`src/rtl/local_history_table.sv`:
```
// local_history_table: per-branch local history table feeding the pc+bh PHT.
// Fetch side returns registered {history, history ^ pc} one cycle after pc_reg
// is sampled; EX side shifts resolved conditional-direct outcomes into the entry.
// After reset and on flush the table walks every entry to zero (ready=0).
// Optional macro LHT_BYPASS_EN: forward a same-cycle update to the read port
// (write-before-read); undefined gives read-before-write.
// Handshake: ready=1 means reads return real history and updates are accepted;
// while ready=0 reads return 0 and updates are silently dropped.
module local_history_table #(
    parameter int H_WIDTH    = 8,
    parameter int IDX_WIDTH  = 6,
    parameter int ADDR_WIDTH = 30
) (
    input  logic                  clk,
    input  logic                  rstn,
    input  logic                  flush,
    output logic                  ready,
    input  logic                  stall,
    input  logic [ADDR_WIDTH-1:0] pc_reg,
    output logic [H_WIDTH-1:0]    pc_bh_hashed,
    output logic [H_WIDTH-1:0]    bh_out,
    input  logic                  update_en,
    input  logic [2:0]            kind_ex,
    input  logic [ADDR_WIDTH-1:0] pc_ex,
    input  logic                  taken_real,
    output logic                  dbg_state
);

    localparam int N_ENTRIES = 2 ** IDX_WIDTH;
    localparam logic [IDX_WIDTH-1:0] CNT_LAST    = {IDX_WIDTH{1'b1}};
    localparam logic [2:0]           KIND_DIRECT = 3'd1;

    typedef enum logic {
        ST_CLEAR = 1'b0,
        ST_RUN   = 1'b1
    } state_t;

    state_t               state_q, state_d;
    logic [IDX_WIDTH-1:0] cnt_q, cnt_d;
    logic [H_WIDTH-1:0]   mem_q [N_ENTRIES];
    logic [H_WIDTH-1:0]   bh_q, bh_d;
    logic [H_WIDTH-1:0]   hash_q, hash_d;

    logic                 clear_we;
    logic                 upd_fire;
    logic [IDX_WIDTH-1:0] upd_idx;
    logic [IDX_WIDTH-1:0] rd_idx;
    logic [H_WIDTH-1:0]   upd_val;
    logic [H_WIDTH-1:0]   rd_hist;

    // Upper PC bits are irrelevant: entries alias on the low index bits, no tag.
    logic unused_pc_bits;
    assign unused_pc_bits = ^{pc_reg[ADDR_WIDTH-1:H_WIDTH], pc_ex[ADDR_WIDTH-1:IDX_WIDTH]};

    assign upd_idx  = pc_ex[IDX_WIDTH-1:0];
    assign rd_idx   = pc_reg[IDX_WIDTH-1:0];
    assign upd_val  = {mem_q[upd_idx][H_WIDTH-2:0], taken_real};
    // Flush beats a same-cycle update; CLEAR drops updates (including its last cycle).
    assign upd_fire = (state_q == ST_RUN) && update_en && (kind_ex == KIND_DIRECT) && !flush;

    assign ready        = (state_q == ST_RUN);
    assign dbg_state    = state_q;
    assign bh_out       = bh_q;
    assign pc_bh_hashed = hash_q;

    // Clear-walk sequencing: CLEAR zeroes one entry per cycle, flush restarts it.
    always_comb begin
        state_d  = state_q;
        cnt_d    = cnt_q;
        clear_we = 1'b0;
        case (state_q)
            ST_CLEAR: begin
                clear_we = 1'b1;
                cnt_d    = cnt_q + 1'b1;
                if (cnt_q == CNT_LAST) begin
                    state_d = ST_RUN;
                end
                if (flush) begin
                    state_d = ST_CLEAR;
                    cnt_d   = '0;
                end
            end
            ST_RUN: begin
                if (flush) begin
                    state_d = ST_CLEAR;
                    cnt_d   = '0;
                end
            end
            default: begin
                state_d = ST_CLEAR;
                cnt_d   = '0;
            end
        endcase
    end

    // FSM state and clear counter registers.
    always_ff @(posedge clk or negedge rstn) begin
        if (!rstn) begin
            state_q <= ST_CLEAR;
            cnt_q   <= '0;
        end else begin
            state_q <= state_d;
            cnt_q   <= cnt_d;
        end
    end

    // History storage: no reset, the clear walk zeroes it.
    always_ff @(posedge clk) begin
        if (clear_we) begin
            mem_q[cnt_q] <= '0;
        end else if (upd_fire) begin
            mem_q[upd_idx] <= upd_val;
        end
    end

    // Fetch read path and next values of the output registers.
    always_comb begin
        rd_hist = mem_q[rd_idx];
`ifdef LHT_BYPASS_EN
        if (upd_fire && (upd_idx == rd_idx)) begin
            rd_hist = upd_val;
        end
`endif
        bh_d   = bh_q;
        hash_d = hash_q;
        if (!stall) begin
            if (state_q == ST_CLEAR) begin
                bh_d   = '0;
                hash_d = '0;
            end else begin
                bh_d   = rd_hist;
                hash_d = rd_hist ^ pc_reg[H_WIDTH-1:0];
            end
        end
    end

    // Fetch-side output registers (held while stall=1).
    always_ff @(posedge clk or negedge rstn) begin
        if (!rstn) begin
            bh_q   <= '0;
            hash_q <= '0;
        end else begin
            bh_q   <= bh_d;
            hash_q <= hash_d;
        end
    end

endmodule

```
`config.mk`:
```
export PLATFORM = sky130hd
export DESIGN_NAME = local_history_table
export DESIGN_NICKNAME = d
export VERILOG_FILES = /design/src/rtl/local_history_table.sv
export SDC_FILE = /design/constraint.sdc
export NUM_CORES = 1
export LEC_CHECK = 0
export CAP_MARGIN = 25
export CORE_MARGIN = 3
export CORE_UTILIZATION = 45
export DETAILED_ROUTE_END_ITERATION = 10
export GPL_TIMING_DRIVEN = 0
export SKIP_CTS_REPAIR_TIMING = 1
export SLEW_MARGIN = 20
export SYNTH_ARGS = -nofsm -noshare
export SYNTH_HDL_FRONTEND = slang
export SYNTH_SLANG_ARGS = --single-unit
```
`constraint.sdc`:
```
create_clock -name clk -period 5.2 [get_ports clk]
set_input_delay 1.04 -clock clk [delete_from_list [all_inputs] [get_ports clk]]
set_output_delay 1.04 -clock clk [all_outputs]
set_load 0.005 [all_outputs]
```
Word level (Yosys, flattened, before mapping)
Memory sizes are Yosys's and may differ from the RTL's.
Index checks and enable logic that the tools add are counted.
{"block": "word_totals", "ff_bits": 23, "latch_bits": 0, "ramBits": 512, "mem_bits_ro": 0, "in_bits": 69, "out_inout_bits": 18, "mem_count": 1}
{"block": "classes", "addsub": 1, "mul": 0, "div": 0, "magnitude_cmp": 0, "n_eq_ne": 3, "n_shift": 0, "muxes": 16, "bitwise": 2, "n_reduce_logical": 5}
{"name": "mem_q", "depth": 64, "word_bits": 8, "rd": 2, "rd_ports_with_merged_regs": 0, "write_ports": 1, "line_no": "40", "rtl": "logic [H_WIDTH-1:0] mem_q [N_ENTRIES];"}
{"operator": "2-to-1 mux 8 bit", "count": 3}
{"operator": "2-to-1 mux 6 bit", "count": 3}
{"operator": "one-hot mux 6 bit (2 select lines)", "count": 1}
{"operator": "2-to-1 mux 1 bit", "count": 8}
{"operator": "OR reduction 8 bit", "count": 1}
{"operator": "bitwise XOR 8 bit", "count": 1}
{"operator": "adder 6 x 1 -> 6 bit (second input constant)", "count": 1}
{"operator": "== test 6 bit (second input constant)", "count": 1}
{"operator": "== test 3 x 1 -> 1 bit (second input constant)", "count": 1}
{"operator": "logical AND 1 bit", "count": 3}
{"operator": "inequality test 2 bit (second input constant)", "count": 1}
{"operator": "one-hot mux 1 bit (2 select lines)", "count": 1}
{"operator": "zero test 1 bit", "count": 1}
{"operator": "inverter 1 bit", "count": 1}

Depth between registers and ports, before layout
{"block": "depth", "word_depth": 8, "mapped_depth": 12, "depth_no_buf": 6}

Least setup slack after synthesis
No wires, ideal clock.
{"block": "synth_path", "path_kind": "in2reg", "startpoint": "in pc_ex[1]", "endpoint": "mem mem_q[0][1], data pin", "setup_ps": 552, "arrival_time_ps": 4257, "t_required_ps": 4648, "setup_slack_ps": 390, "cell_stages": 7, "path_buffers": 3, "path_cell_list": "clkbuf_1 > clkbuf_1 > clkbuf_1 > mux4_2 > mux4_2 > mux2i_1 > o22ai_1"}
{"block": "synth_between", "elab_chain_cells": 2}
{"element": "start: declaration", "line_no": "24", "rtl": "input logic [ADDR_WIDTH-1:0] pc_ex,"}
{"element": "memory (64 x 8 bit)"}
{"element": "2-to-1 mux 8 bit (no line)"}
{"element": "end: declaration", "line_no": "40"}
No other way between the ends.

Final worst setup path
{"block": "layout_path", "startpoint": "in pc_ex[1]", "endpoint": "mem mem_q[23][1], data pin"}
Same word-level chain as after synthesis.

==> results.ini <==
[status]
status=complete, no violations

[global_routing]
grt_pass1_vias=14810
grt_pass1_wl_mm=118
grt_start_max_net_pins=65
grt_overflow=0
track_usage=0.301
antenna_found_initial=1

[floorplan]
die_h_um=241
initial_core_util=0.458
fp.dieW_um=241
die_area_um2=58000
rows=85
ioPinCount=87
core_um2=54200

[setup_path]
ff2ff_path_depth=6
cp-start-kind=input pin
path_class=input pin to flop
required_ns=5.55
crit_fanout=22
cp-end-kind=flop
arrival_ns=5.29

[place]
placedCellCount=2079
hpwl_mm=59.3
portBuffers=33
place_congestion=1.00
place_ws_ns=-0.387
place_area_um2=26600

[final_layout]
finalNonFillerCells=2190
nFillCells=4293
nets=1518
multi_input_area_um2=8450
antenna_cells=0
final_util=0.526
drive_above_1_share=0.283
stdcell_area_um2=28500
regArea_um2=16000
area_growth_pct=15.0

[pwr]
leakagePower_nw=10.3
finalPower_mw=9.41
p_per_area_nw_per_um2=330
vdd_drop_max_mv=0.228

[synth]
synth_top_area_frac=0.620
synthTopCellsByCount=edfxtp_1 (512), mux4_2 (236), mux2i_1 (104), nor2_1 (81), nand2_1 (55)
synth_top_cell_by_area=edfxtp_1
synth_ff_type=edfxtp_1
synth_top_cells_by_area=edfxtp_1 (62%), mux4_2 (21%), mux2i_1 (4.2%)
synth_edf_count=512
ys_ff_latch=535
yosys_warnings=0
yosysSeqAreaShare=0.643
synthCells=1324
syn-num-nets=1394
async_flop_share=0.0430
synthDistinctLibCells=60
postSynthAreaPerCell_um2=18.7
syn_area_um2=24800
yosysMostFrequentCell=edfxtp_1

[worst_hold_path]
hold_class=input pin to async pin

[timing]
clock_skew_ns=0.0213
setup_violations=0
min_period_ns=4.95
tightestPinTransition_ns=1.22
setup_ws_ns=0.254
slew_headroom=0.182
rsz0062_at_grt=no
fin_crit_sh=0.951
whs_ns=0.369
report.final.hold_viol_count=0
slew_viol_final=0
setup_tns_ns=0
max_freq_mhz=202

[drt]
ant_nets=0
wl_per_cell_um=38.9
first_pass_iters=5
routed_wirelength_mm=85.2
drcViolationCount=0
first_iter_violations=2331
vias_per_cell=6.91
vias=15126

[clock_tree]
cts_root_buf=clkbuf_16
clock-sinks=535
cts_made_buffers=56
cts_max_level=2
clock_path_buffers=3
clk_pin_slew_worst_paths_ns=0.07
cts_tree=done
clk_latency_ns=0.62

[flow_run]
cap_violations=0

cell type report:
| cell class | count | share of cell area |
|---|---|---|
| flip-flops and latches | 535 | 0.559 |
| multi-input cells | 692 | 0.296 |
| clock buffers | 85 | 0.0565 |
| repair buffers | 66 | 0.0309 |
| well taps | 696 | 0.0305 |
| plain buffers | 91 | 0.0182 |
| clock inverters | 19 | 0.00776 |
| inverters | 6 | 0.000789 |
flip-flops by register name (all words and copies together), names as in the netlist:
register,count
pc_bh_hashed,8
cnt_q,6
mem_q,512
bh_out,8
dbg_state,1
critical path, stage by stage:
cell      delay [ns]
clkbuf_1        0.31
clkbuf_1        0.65
clkbuf_1        0.54
buf_6           0.24
mux4_2          0.31
mux4_2          0.49
mux2i_1         0.70
o22ai_4         0.36
buf_8           0.26
buf_8           0.16
buf_16          0.16
worst paths after layout:
kind / startpoint / end / slack [ns]
setup / recovery: pc_ex[1] / mem_q[23][1]$_DFFE_PP_ / 0.25
hold / removal: rstn / bh_out[5]$_DFFE_PN0N_ / 0.37
setup reg to reg: dbg_state$_DFF_PN0_ / mem_q[29][3]$_DFFE_PP_ / 1.32
hold reg to reg: bh_out[5]$_DFFE_PN0N_ / bh_out[5]$_DFFE_PN0N_ / 0.50
max in group asynchronous: rstn / bh_out[2]$_DFFE_PN0N_ / 4.61
min in group clk: bh_out[5]$_DFFE_PN0N_ / bh_out[5]$_DFFE_PN0N_ / 0.50
layer usage:
metal  wire (um)  track usage  vias to the layer above
met5           0            0                        -
met4        3660        0.120                        0
met3       10000       0.0790                      172
met2       38700        0.455                     1049
met1       32900        0.422                     8057
li1            -            -                     5848
where the power goes:
part	leakage, nW	internal, mW	switching [mW]	total (mW)
registers	5.98	4.68	0.00981	4.69
clock network	0.896	2.38	1.70	4.07
logic	3.43	0.224	0.427	0.651
cells in the final DEF (no fill, tap or decap), types with 7 or more instances in the layout:
cell type,count
nor3_1,9
o21ai_1,14
edfxtp_1,512
dfrtp_1,23
clkinv_2,8
clkbuf_16,57
mux4_2,236
buf_2,23
mux2i_1,104
o21ai_0,12
mux2_2,7
o22ai_1,7
or3_1,7
nand3_1,16
o22ai_4,7
clkbuf_2,8
clkbuf_8,8
clkdlybuf4s50_1,32
a221oi_1,7
a21oi_1,18
buf_6,16
a22oi_1,29
nand2_1,55
clkbuf_1,56
buf_4,17
nor2_1,77
buf_16,13
cell families after synthesis:
logic type | after synthesis | share of synthesized area
buffers and inverters | 97 | 0.0213
adder cells (fa/ha/maj) | 1 | 0.000504
XOR/XNOR | 4 | 0.00141
AO/OA/AOI/OAI | 131 | 0.0360
flip-flops | 535 | 0.643
AND/OR/NAND/NOR | 209 | 0.0388
multiplexers | 347 | 0.259
Note: power is estimated with default switching activity, not from simulation.
